<file path="src/rtl/cpu_pkg.sv">
// Shared types and constants for the CPU interrupt/reset entry sequencer.
package cpu_pkg;

  typedef enum logic [2:0] {
    ST_IDLE,
    ST_PUSH_H,
    ST_PUSH_L,
    ST_PUSH_P,
    ST_VEC_L,
    ST_VEC_H,
    ST_DONE
  } seq_state_t;

  typedef enum logic [1:0] {
    SRC_RST,
    SRC_NMI,
    SRC_BRK,
    SRC_IRQ
  } seq_src_t;

  localparam logic [15:0] VEC_NMI_DEF    = 16'hFFFA;
  localparam logic [15:0] VEC_RST_DEF    = 16'hFFFC;
  localparam logic [15:0] VEC_IRQ_DEF    = 16'hFFFE;
  localparam logic [7:0]  STACK_PAGE_DEF = 8'h01;

  localparam int unsigned P_C = 0;
  localparam int unsigned P_Z = 1;
  localparam int unsigned P_I = 2;
  localparam int unsigned P_D = 3;
  localparam int unsigned P_B = 4;
  localparam int unsigned P_U = 5;
  localparam int unsigned P_V = 6;
  localparam int unsigned P_N = 7;

  function automatic logic [7:0] push_status(input logic [7:0] p, input logic is_brk);
    logic [7:0] r;
    r      = p;
    r[P_U] = 1'b1;
    r[P_B] = is_brk;
    return r;
  endfunction

endpackage

</file>
<file path="src/rtl/cpu_nmi_edge.sv">
// NMI input: 2-flop synchroniser followed by a falling-edge pulse.
//   clk, reset : clock, synchronous active-high reset
//   nmi_n      : asynchronous NMI pin, active-low
//   nmi_fall   : one-cycle pulse per synchronised high-to-low transition
module cpu_nmi_edge (
  input  logic clk,
  input  logic reset,
  input  logic nmi_n,
  output logic nmi_fall
);

  logic [2:0] sync_q;

  always_ff @(posedge clk) begin
    if (reset) sync_q <= '1;
    else       sync_q <= {sync_q[1:0], nmi_n};
  end

  assign nmi_fall = sync_q[2] & ~sync_q[1];

endmodule

</file>
<file path="src/rtl/cpu_irq_sequencer.sv">
// 6502-style RESET/NMI/BRK/IRQ entry sequencer with N maskable IRQ lines.
//   Inputs : clk, reset, irq_n, irq_mask, nmi_n, brk_req, instr_boundary,
//            i_flag, pc_in, p_in, sp_in, rdy, rd_data
//   Outputs: bus_addr, bus_wdata, bus_we, bus_rd, busy, pc_load, new_pc,
//            sp_out, set_i, irq_src, reset_out
module cpu_irq_sequencer
  import cpu_pkg::*;
#(
  parameter int unsigned ADDR_W     = 16,
  parameter int unsigned DATA_W     = 8,
  parameter int unsigned N_IRQ      = 4,
  parameter logic [15:0] VEC_NMI    = VEC_NMI_DEF,
  parameter logic [15:0] VEC_RST    = VEC_RST_DEF,
  parameter logic [15:0] VEC_IRQ    = VEC_IRQ_DEF,
  parameter logic [7:0]  STACK_PAGE = STACK_PAGE_DEF
) (
  input  logic              clk,
  input  logic              reset,
  input  logic [N_IRQ-1:0]  irq_n,
  input  logic [N_IRQ-1:0]  irq_mask,
  input  logic              nmi_n,
  input  logic              brk_req,
  input  logic              instr_boundary,
  input  logic              i_flag,
  input  logic [15:0]       pc_in,
  input  logic [7:0]        p_in,
  input  logic [7:0]        sp_in,
  input  logic              rdy,
  input  logic [DATA_W-1:0] rd_data,
  output logic [ADDR_W-1:0] bus_addr,
  output logic [DATA_W-1:0] bus_wdata,
  output logic              bus_we,
  output logic              bus_rd,
  output logic              busy,
  output logic              pc_load,
  output logic [15:0]       new_pc,
  output logic [7:0]        sp_out,
  output logic              set_i,
  output logic [N_IRQ-1:0]  irq_src,
  output logic              reset_out
);

  seq_state_t  state, state_nxt;
  seq_src_t    src, accept_src;
  logic        accept;
  logic        rst_pend, nmi_pend, nmi_fall;
  logic        irq_any, is_push, hijack, commit_nmi;
  logic [15:0] pc_q, vec_q, vec_sel;
  logic [7:0]  p_q, sp_q, p_push;
  logic [N_IRQ-1:0] irq_act;

  cpu_nmi_edge u_nmi_edge (
    .clk      (clk),
    .reset    (reset),
    .nmi_n    (nmi_n),
    .nmi_fall (nmi_fall)
  );

  assign irq_act = ~irq_n & irq_mask;
  assign irq_any = (|irq_act) && !i_flag;
  assign is_push = (state == ST_PUSH_H) || (state == ST_PUSH_L) || (state == ST_PUSH_P);
  assign p_push  = push_status(p_q, src == SRC_BRK);
  assign busy    = (state != ST_IDLE);

  // The vector is chosen on the PUSH_P -> VEC_L edge; an edge pulse in PUSH_P
  // counts as pending so a late NMI still hijacks the BRK/IRQ vector.
  assign hijack     = nmi_pend | nmi_fall;
  assign commit_nmi = (state == ST_PUSH_P) && rdy && (src != SRC_RST)
                      && ((src == SRC_NMI) || hijack);

  always_comb begin
    if (src == SRC_RST)                     vec_sel = VEC_RST;
    else if ((src == SRC_NMI) || hijack)    vec_sel = VEC_NMI;
    else                                    vec_sel = VEC_IRQ;
  end

  always_comb begin
    state_nxt  = state;
    accept     = 1'b0;
    accept_src = SRC_IRQ;
    bus_addr   = '0;
    bus_wdata  = '0;
    bus_we     = 1'b0;
    bus_rd     = 1'b0;
    pc_load    = 1'b0;
    set_i      = 1'b0;
    case (state)
      ST_IDLE: begin
        if (rst_pend) begin
          accept = 1'b1; accept_src = SRC_RST;
        end else if (instr_boundary) begin
          if (nmi_pend) begin
            accept = 1'b1; accept_src = SRC_NMI;
          end else if (brk_req) begin
            accept = 1'b1; accept_src = SRC_BRK;
          end else if (irq_any) begin
            accept = 1'b1; accept_src = SRC_IRQ;
          end
        end
        if (!rdy) accept = 1'b0;
        if (accept) state_nxt = ST_PUSH_H;
      end
      ST_PUSH_H, ST_PUSH_L, ST_PUSH_P: begin
        bus_addr = ADDR_W'({STACK_PAGE, sp_q});
        if (src == SRC_RST) begin
          bus_rd = 1'b1;
        end else begin
          bus_we = 1'b1;
          case (state)
            ST_PUSH_H: bus_wdata = DATA_W'(pc_q[15:8]);
            ST_PUSH_L: bus_wdata = DATA_W'(pc_q[7:0]);
            default:   bus_wdata = DATA_W'(p_push);
          endcase
        end
        if (rdy) begin
          case (state)
            ST_PUSH_H: state_nxt = ST_PUSH_L;
            ST_PUSH_L: state_nxt = ST_PUSH_P;
            default:   state_nxt = ST_VEC_L;
          endcase
        end
      end
      ST_VEC_L: begin
        bus_addr = ADDR_W'(vec_q);
        bus_rd   = 1'b1;
        if (rdy) state_nxt = ST_VEC_H;
      end
      ST_VEC_H: begin
        bus_addr = ADDR_W'(vec_q + 16'd1);
        bus_rd   = 1'b1;
        if (rdy) state_nxt = ST_DONE;
      end
      ST_DONE: begin
        pc_load = rdy;
        set_i   = rdy;
        if (rdy) state_nxt = ST_IDLE;
      end
      default: state_nxt = ST_IDLE;
    endcase
  end

  always_ff @(posedge clk) begin
    if (reset) begin
      state     <= ST_IDLE;
      src       <= SRC_RST;
      rst_pend  <= 1'b1;
      reset_out <= 1'b1;
      nmi_pend  <= 1'b0;
      pc_q      <= '0;
      p_q       <= '0;
      sp_q      <= '0;
      vec_q     <= '0;
      new_pc    <= '0;
      sp_out    <= '0;
      irq_src   <= '0;
    end else begin
      state <= state_nxt;
      if (commit_nmi)    nmi_pend <= 1'b0;
      else if (nmi_fall) nmi_pend <= 1'b1;
      if (accept) begin
        src    <= accept_src;
        pc_q   <= pc_in;
        p_q    <= p_in;
        sp_q   <= sp_in;
        sp_out <= sp_in - 8'd3;
        if (accept_src == SRC_IRQ) irq_src <= irq_act;
      end
      if (is_push && rdy) sp_q <= sp_q - 8'd1;
      if ((state == ST_PUSH_P) && rdy) vec_q <= vec_sel;
      if ((state == ST_VEC_L) && rdy) new_pc[7:0]  <= rd_data[7:0];
      if ((state == ST_VEC_H) && rdy) new_pc[15:8] <= rd_data[7:0];
      if ((state == ST_DONE) && rdy && (src == SRC_RST)) begin
        rst_pend  <= 1'b0;
        reset_out <= 1'b0;
      end
    end
  end

endmodule

</file>
<file path="config.mk">
export PLATFORM = sky130hd
export DESIGN_NAME = cpu_irq_sequencer
export DESIGN_NICKNAME = d
export VERILOG_FILES = /design/src/rtl/cpu_pkg.sv /design/src/rtl/cpu_nmi_edge.sv /design/src/rtl/cpu_irq_sequencer.sv
export SDC_FILE = /design/constraint.sdc
export NUM_CORES = 1
export LEC_CHECK = 0
export ABC_AREA = 1
export CAP_MARGIN = 20
export CORE_UTILIZATION = 49
export CTS_CLUSTER_DIAMETER = 80
export DETAILED_ROUTE_END_ITERATION = 6
export PLACE_DENSITY_LB_ADDON = 0.12
export SYNTH_ARGS = -nofsm -noshare
export SYNTH_HDL_FRONTEND = slang
export SYNTH_HIERARCHICAL = 1
export SYNTH_SLANG_ARGS = --single-unit
</file>
<file path="constraint.sdc">
create_clock -name clk -period 4 [get_ports clk]
set_clock_uncertainty 0.15 [all_clocks]
set_input_delay 0.4 -clock clk [delete_from_list [all_inputs] [get_ports clk]]
set_output_delay 0.4 -clock clk [all_outputs]
set_load 0.02 [all_outputs]
</file>
# --- Word level (Yosys, flattened, before mapping) ---
# Cells that the tools add are included.
op_classes:
  n_bitwise: 5
  n_eq_ne: 14
  reduce_logical: 24
  add_sub_neg: 3
  mux: 33
ops:
  columns: ["op", "count"]
  rows:
  - ["case mux 16 bit (3 select lines)", 1]
  - ["two-way mux 8 bit", 4]
  - ["two-way mux 3 bit", 7]
  - ["adder 16 x 1 -> 16 bit (second input constant)", 1]
  - ["case mux 8 bit (2 select lines)", 1]
  - ["case mux 3 bit (5 select lines)", 1]
  - ["two-way mux 1 bit", 13]
  - ["inequality test 2 bit (second input constant)", 5]
  - ["equality test 3 bit (second input constant)", 3]
  - ["logical AND 1 bit", 9]
  - ["two-way mux 2 bit", 4]
  - ["subtractor 8 x 1 -> 8 bit (second input constant)", 1]
  - ["subtractor 8 x 2 -> 8 bit (second input constant)", 1]
  - ["equality test 3 x 2 -> 1 bit (second input constant)", 2]
  - ["case mux 3 bit (2 select lines)", 1]
  - ["AND reduction 5 bit", 1]
  - ["AND 4 bit", 1]
  - ["equality test 2 bit (second input constant)", 2]
  - ["NOT 4 bit", 1]
  - ["nonzero test 2 bit", 2]
  - ["OR reduction 2 bit", 2]
  - ["OR reduction 4 bit", 1]
  - ["equality test 3 x 1 -> 1 bit (second input constant)", 1]
  - ["logical NOT 3 bit", 1]
  - ["other kinds (11)", 13]
totals:
  ff_bits: 86
  output_inout_bits: 58
  elab_cells: 92
  in_bits: 55

# --- Depth between registers and ports, before layout ---
# Gate-level depths: netlist of run 1.
logic_depth:
  word_depth: 14
  ltp_mapped: 13
  ltp_nobuf: 12

# --- By module ---
# Netlist of run 1, hierarchy kept.
by_module_without_submodules:
  columns: ["module", "area_per_inst_um2", "cells_per_inst", "n_inst", "seq_area_each_um2"]
  rows:
  - ["cpu_irq_sequencer", 3298.2, 471, 1, 1361.3]
  - ["cpu_nmi_edge", 93.8, 12, 1, 60.1]

# --- Worst setup path after synthesis of run 1 ---
# Ideal clock, no wire load.
synth_path:
  kind: "register -> output"
  start: "register state[2]"
  end: "output port bus_addr[4]"
  arrival_ns: 1.697
  n_path_buf: 0
  t_required_ns: 3.450
  slack_ns: 1.753
  stages_incl_launch_ff: 8
  cell_sequence: "dfxtp_1 -> inv_2 -> nor2_2 -> inv_2 -> nor2_2 -> inv_1 -> nand2_1 -> o21a_1"
synth_between:
  elab_chain_len: 3
  word_cells_on_any_way: 7
  classes_between: "eq/ne (5); mux (1); reduce/logical (1)"
synth_rtl:
  columns: ["element", "line", "source"]
  rows:
  - ["start: declaration", "cpu_irq_sequencer.sv:43", "seq_state_t state, state_nxt;"]
  - ["start signal: assignment", "cpu_irq_sequencer.sv:157", "state <= state_nxt;"]
  - ["equality test 3 x 1 -> 1 bit / equality test 3 x 2 -> 1 bit (equally long branches)", "cpu_irq_sequencer.sv:87", "case (state)"]
  - ["OR reduction 3 bit", "cpu_irq_sequencer.sv:87", null]
  - ["case mux 16 bit (3 select lines) (*)", "cpu_irq_sequencer.sv:87", null]
  - ["end: declaration", "cpu_irq_sequencer.sv:30", "output logic [ADDR_W-1:0] bus_addr,"]
# Mark *: on every way between the ends. The rest lies on a longest branch, timed or not.

# --- Final worst setup path of run 1 ---
layout_path:
  start: "register state[2]"
  end: "output port bus_wdata[3]"
layout_between:
  elab_chain_len: 4
  word_cells_on_any_way: 7
  classes_between: "eq/ne (3); mux (3); reduce/logical (1)"
layout_rtl:
  columns: ["element", "line", "source"]
  rows:
  - ["equality test 3 x 2 -> 1 bit / equality test 3 x 1 -> 1 bit (equally long branches)", "cpu_irq_sequencer.sv:87, cpu_irq_sequencer.sv:109", null]
  - ["case mux 8 bit (2 select lines)", "cpu_irq_sequencer.sv:109", "case (state)"]
  - ["two-way mux 8 bit", "cpu_irq_sequencer.sv:105", "if (src == SRC_RST) begin"]
  - ["two-way mux 8 bit (*)", "cpu_irq_sequencer.sv:87", null]
  - ["end: declaration", "cpu_irq_sequencer.sv:31", "output logic [DATA_W-1:0] bus_wdata,"]
# Marks and branches as above.

==> results of run 1 <==
## registers in the layout, indices dropped and copies added, names as in the netlist, 4 cells and up
signal	count
sp_q	8
irq_src	4
pc_q	16
new_pc	16
p_q	6
sp_out	8
## layout by cell type (no fill, tap or decap), types with 3 or more instances in the layout
cell,Yosys,final
a21oi_1,54,54
nor2_2,3,3
clkdlybuf4s50_1,0,110
nand2_1,91,91
inv_1,62,62
inv_2,9,9
nand4_1,7,7
nand3_1,9,9
o211ai_1,3,3
dfxtp_1,71,71
clkbuf_8,0,10
o21ai_0,35,35
nor2_1,63,63
o22ai_1,6,6
nor3_1,5,5
o21ai_1,18,18
nand2_2,3,3
xor2_1,6,6
## stage by stage
step	cells	power, mW	setup slack (ps)	util
after detailed placement	649	1.34	1210	0.680
after global placement	649	1.33	1240	0.680
after CTS	664	1.97	930	0.714
after floorplan	483	1.16	1750	-
after global routing	664	2.08	776	0.714
final	664	1.97	917	0.714
## kinds of logic (layout without fill, tap and decap cells)
logic type | count (synthesis) | after routing
fa+ha+maj | 2 | 2
compound gates | 119 | 119
flops | 71 | 71
buf+inv | 94 | 198
xor+xnor | 7 | 7
simple gates | 190 | 190
## path summary, 6_finish.rpt
kind	end	slack [ps]	cells past startpoint
setup reg to reg	sp_out[2]$_SDFFE_PP0P_	1820	7
hold reg to reg	u_nmi_edge/sync_q[2]$_SDFF_PP1_	280	2
hold / removal	u_nmi_edge/sync_q[2]$_SDFF_PP1_	280	2
setup / recovery	bus_wdata[3]	920	7
## routing by layer
metal / global-route usage / part of all wire / up-vias
met5: 0 / 0 / -
met4: 0.109 / 0.017 / 0
met3: 0.0418 / 0.057 / 15
met2: 0.437 / 0.49 / 120
met1: 0.327 / 0.44 / 1525
li1: - / - / 1738
## Yosys cell counts, drive strengths merged
cell type | instances | area (µm²)
ha | 2 | 25.0
nand2 | 94 | 360
xnor2 | 1 | 8.76
nand4 | 7 | 43.8
dfxtp | 71 | 1420
xor2 | 6 | 52.6
buf | 17 | 138
clkbuf | 6 | 22.5
nor3 | 6 | 41.3
a21oi | 54 | 270
or2 | 1 | 6.26
o21ai | 53 | 265
nand3 | 10 | 55.1
o21bai | 1 | 7.51
o21a | 1 | 7.51
o211ai | 3 | 22.5
nor2 | 69 | 298
nor4 | 1 | 12.5
nor3b | 1 | 7.51
a221oi | 1 | 15.0
o22ai | 6 | 37.5
nand3b | 1 | 7.51
inv | 71 | 267
## power by group through the flow
| stage | registers, mW | logic (mW) | clock network [mW] |
|---|---|---|---|
| finish | 0.811 | 0.522 | 0.637 |
| CTS | 0.811 | 0.523 | 0.641 |
| global placement | 0.823 | 0.504 | 0 |
| global route | 0.819 | 0.579 | 0.681 |
| floorplan | 0.838 | 0.322 | 0 |
| detailed placement | 0.826 | 0.517 | 0 |
## layout make-up
cell class | count | area (µm²) | share of cell area
clock inverter | 5 | 82.6 | 0.0177
inverter | 71 | 267 | 0.0571
multi-input combinational | 318 | 1540 | 0.331
timing repair buffer | 112 | 1120 | 0.239
sequential | 71 | 1420 | 0.305
clock buffer | 10 | 138 | 0.0295
tap | 77 | 96.3 | 0.0207
## critical path, stage by stage (launching register included)
cell	delay, ps
dfxtp_1	530
inv_2	110
nand2_1	310
nand2_2	220
o22ai_1	230
a21oi_1	70
nor2_1	90
clkdlybuf4s50_1	600
==> impl_metrics.json, run 1 <==
{
  "ctsResizeCount": 0,
  "cts_tree": "done",
  "area_growth_pct": 37.5,
  "fin_area_um2": 4660,
  "grt_pass1_vias": 3247,
  "muxShareOfSynthArea": 0,
  "ctsRootBufferMaster": "clkbuf_8",
  "placed_area_um2": 4440,
  "cts_setup_buffers": 0,
  "synth_top_family_by_area": "simple AND/OR/NAND/NOR gates",
  "drt-initial-drc-count": 129,
  "synth_warnings": 6,
  "grt_first_pass_wirelength_um": 14900,
  "synth_fa_ha_area_frac": 0.00738,
  "syn_area_um2": 3390,
  "powerDensity_nw_per_um2": 422,
  "boundaryPins": 113,
  "max_cap_viol_count": 0,
  "fillers": 557,
  "postRouteAntennaNets": 0,
  "fin_setup_tns_ps": 0,
  "hpwl_um": 6210,
  "critical_path.endpoint_type": "output port",
  "clock_power_share": 0.323,
  "arrival_ps": 2530,
  "p_int_mw": 1.35,
  "outcome": "completed",
  "nets": 640,
  "min_period_over_period": 0.771,
  "p_sw_uw": 623,
  "wl_um": 8800,
  "critical_path.startpoint": "state[2]$_SDFFE_PP0P_",
  "die_w_um": 85.2,
  "yosysSeqAreaShare": 0.419,
  "combPwrFrac": 0.265,
  "start_kind": "flip-flop",
  "hold-worst-slack_ps": 283,
  "h-tree-depth": 3,
  "clkTransAtPathRegs_ps": 80,
  "min_period_ps": 3080,
  "hold_viol_final": 0,
  "r2r-start": "state[1]$_SDFFE_PP0P_",
  "rsz0062_at_grt": "false",
  "dr.pass1.iters": 4,
  "seqPwrFrac": 0.412,
  "grt_max_degree": 40,
  "synth_cell_types": 34,
  "place.gp.congestion": 0.905,
  "remaining_drc_errors": 0,
  "die-area_um2": 7260,
  "cts_num_sinks": 71,
  "io_buffers": 110,
  "relSlewSlack": 0.334,
  "fp.dieH_um": 85.2,
  "grt_use_total": 0.258,
  "start_util": 0.519,
  "fmax_mhz": 324,
  "crit_type": "reg -> out",
  "p_leak_nw": 1.96,
  "yosys.area_share.simple": 0.245,
  "clk_latency_ps": 350,
  "maxSlewViolCount": 0,
  "viasPerCell": 5.12,
  "num_rows": 29,
  "grt_overflow": 0,
  "finalSetupViolations": 0,
  "hp-class": "reg -> reg",
  "worstMarginPinSlew_ps": 999,
  "core_area_um2": 6530,
  "wl_per_cell_um": 13.3,
  "cts-hold-fix-buffers": 0,
  "via_count": 3398,
  "drive_above_1_share": 0.0681,
  "hold_start": "u_nmi_edge/sync_q[1]$_SDFF_PP1_",
  "crit_path_max_fanout": 9,
  "synthesis.nets": 540,
  "synth-xor-area-share": 0.0181,
  "ys_seq_elements": 71,
  "synth_compound_area_frac": 0.184,
  "cts_buffers": 9,
  "synth_cells": 483,
  "worstPathRequired_ps": 3450,
  "swShare": 0.316,
  "antenna_found_initial": 0,
  "antennaDiodeCount": 0,
  "clock_path_buffers": 2,
  "syn_avg_cell_area_um2": 7.02,
  "peakVddDrop_mv": 0.208
}
(Power assumes the default switching activity.)
==> inputs of run 2 (changes only) <==
--- a/config.mk
+++ b/config.mk
@@ -7,7 +7,7 @@
 export LEC_CHECK = 0
 export ABC_AREA = 1
 export CAP_MARGIN = 20
-export CORE_UTILIZATION = 49
+export CORE_UTILIZATION = 41
 export CTS_CLUSTER_DIAMETER = 80
 export DETAILED_ROUTE_END_ITERATION = 6
 export PLACE_DENSITY_LB_ADDON = 0.12
==> constraint.sdc (replaced) <==
create_clock -name clk -period 2.62 [get_ports clk]
set_clock_uncertainty 0.15 [all_clocks]
set_input_delay 0.262 -clock clk [delete_from_list [all_inputs] [get_ports clk]]
set_output_delay 0.262 -clock clk [all_outputs]
set_load 0.02 [all_outputs]
==> run 2 against run 1 <==
Effect of this change: sequential share of layout area fell by 0.45 points; largest cell class unchanged; power rose by 42%; core utilization fell by 11 points; hold slack got worse by 5.1 ps; first-iteration DRC count fell by 23%; via count barely moved; die area rose by 19%; highest routed layer unchanged.
==> impl_metrics.json, run 2 (synthesis gave the netlist of run 1 again) <==
{
  "crit_path_max_fanout": 10,
  "cp_slowest_cell": "clkdlybuf4s50_1",
  "final_common_cell": "clkdlybuf4s50_1",
  "io_buffers": 110,
  "clock_power_share": 0.263,
  "fp.dieH_um": 93.0,
  "finalSetupViolations": 0,
  "grt_overflow": 0,
  "hpwl_um": 6440,
  "grt_use_total": 0.210,
  "r2r-start": "state[0]$_SDFFE_PP0P_",
  "seqPwrFrac": 0.441,
  "top_regs": "new_pc (16), pc_q (16)",
  "worstMarginPinSlew_ps": 373,
  "met3_length_um": 541,
  "multi_input_area_um2": 1560,
  "min_period_ps": 2450,
  "core_area_um2": 7850,
  "cts_num_sinks": 71,
  "area_growth_pct": 39.8,
  "dr.pass1.iters": 7,
  "nets": 649,
  "boundaryPins": 113,
  "clk_latency_ps": 340,
  "p_sw_uw": 932,
  "h-tree-depth": 3,
  "wl_met1_um": 4110,
  "antenna_found_initial": 0,
  "ff2ff_path_depth": 7,
  "fmax_mhz": 408,
  "fin_setup_tns_ps": 0,
  "die-area_um2": 8640,
  "p_leak_nw": 2.12,
  "clkTransAtPathRegs_ps": 70,
  "viasPerCell": 4.86,
  "start_util": 0.432,
  "remaining_drc_errors": 0,
  "peakVddDrop_mv": 0.306,
  "placed_area_um2": 4550,
  "arrival_ps": 2040,
  "cts_buffers": 9,
  "wl_per_cell_um": 12.6,
  "p_int_mw": 1.87,
  "grt_first_pass_wirelength_um": 14500,
  "worstPathRequired_ps": 2210,
  "critical_path.endpoint_type": "output port",
  "crit_chain": "nor2_1 > inv_2 > nand2_2 > buf_4 > o21ai_0 > clkdlybuf4s50_1",
  "final_cell_count_no_fill": 699,
  "postRouteAntennaNets": 0,
  "numPlacedInstances": 682,
  "layout_common_cells": "clkdlybuf4s50_1, nand2_1, dfxtp_1",
  "combPwrFrac": 0.296,
  "fin_area_um2": 4740,
  "swShare": 0.333,
  "critPathMaxStageDelay_ps": 670,
  "met2RoutedLength_um": 4070,
  "min_period_over_period": 0.936,
  "max_cap_viol_count": 0,
  "via_count": 3395,
  "routed.top_layer": "met4",
  "hold_viol_final": 0,
  "maxSlewViolCount": 0,
  "cts_tree": "done",
  "reg2reg_to": "sp_out[2]$_SDFFE_PP0P_",
  "num_rows": 32,
  "hold_start": "u_nmi_edge/sync_q[0]$_SDFF_PP1_",
  "r2r_slack_ps": 630,
  "die_w_um": 93.0,
  "crit_type": "reg -> out",
  "clock_path_buffers": 2,
  "rsz0062_at_grt": "false",
  "grt_max_degree": 36,
  "outcome": "completed",
  "cp-endpoint": "bus_addr[0]",
  "hold-worst-slack_ps": 278,
  "ctsRootBufferMaster": "clkbuf_8",
  "drive_above_1_share": 0.0838,
  "critical_path.startpoint": "state[1]$_SDFFE_PP0P_",
  "antennaDiodeCount": 0,
  "powerDensity_nw_per_um2": 590,
  "seq_area_um2": 1420,
  "place.gp.congestion": 0.862,
  "grt_pass1_vias": 3250,
  "relSlewSlack": 0.749,
  "drt-initial-drc-count": 99,
  "start_kind": "flip-flop",
  "hp-class": "reg -> reg",
  "wl_um": 8800,
  "final_util": 0.604,
  "fillers": 766
}
==> run 2: cell count changes in the layout (fill, tap and decap cells not counted), sizes merged <==
| cell | delta |
|---|---|
| buf | +9 |
| bufinv | -2 |
| clkbuf | +2 |
| clkdlybuf4s50 | -10 |
| clkinvlp | +1 |
| dlygate4sd2 | +3 |
| dlymetal6s2s | +7 |
==> run 2: final cells by class <==
type                            instances  share of cell area
Timing Repair Buffer                  121               0.255
Multi-Input combinational cell        318               0.328
Clock buffer                           12              0.0285
Tap cell                              102              0.0269
Clock inverter                          4             0.00475
Inverter                               71              0.0562
Sequential cell                        71               0.300
==> run 2: repair_timing <==
item | CTS | global route
setup buffers | 0 | 1
gates resized for setup | 6 | 9
pin swaps | 0 | 1
hold buffers | 0 | 0
endpoints found under the setup margin | 8 | 14
==> run 2: critical path, delay by kind of cell, from the launching register on <==
kind,cells,cell delay [ps]
simple gates,2,130
flops,1,400
buf+inv,3,940
compound gates,1,250
==> run 2: how the worst min path moves through the flow <==
| stage | to | cells past startpoint |
|---|---|---|
| floorplan | u_nmi_edge/sync_q[0]$_SDFF_PP1_ | 2 |
| global placement | u_nmi_edge/sync_q[1]$_SDFF_PP1_ | 2 |
| detailed placement | u_nmi_edge/sync_q[1]$_SDFF_PP1_ | 2 |
| CTS | u_nmi_edge/sync_q[1]$_SDFF_PP1_ | 2 |
| global route | u_nmi_edge/sync_q[0]$_SDFF_PP1_ | 3 |
| finish | u_nmi_edge/sync_q[1]$_SDFF_PP1_ | 2 |
==> run 2: power by group through the flow <==
| stage | sequential (mW) | combinational [mW] | clock [mW] |
|---|---|---|---|
| after detailed placement | 1.26 | 0.821 | 0 |
| after global routing | 1.25 | 0.924 | 0.802 |
| after global placement | 1.25 | 0.808 | 0 |
| after floorplan | 1.28 | 0.491 | 0 |
| after CTS | 1.23 | 0.829 | 0.755 |
| final | 1.23 | 0.829 | 0.734 |
==> run 2: per-layer routing <==
metal | vias up | GRT usage
met5 | - | 0
met4 | 0 | 0.0538
met3 | 7 | 0.0525
met2 | 97 | 0.357
met1 | 1539 | 0.265
li1 | 1752 | -
==> run 2: through the flow <==
step	setup WS [ps]	power, mW
after detailed placement	208	2.08
after global placement	190	2.06
after floorplan	511	1.77
after global routing	12.1	2.97
after CTS	3.51	2.82
final	167	2.80
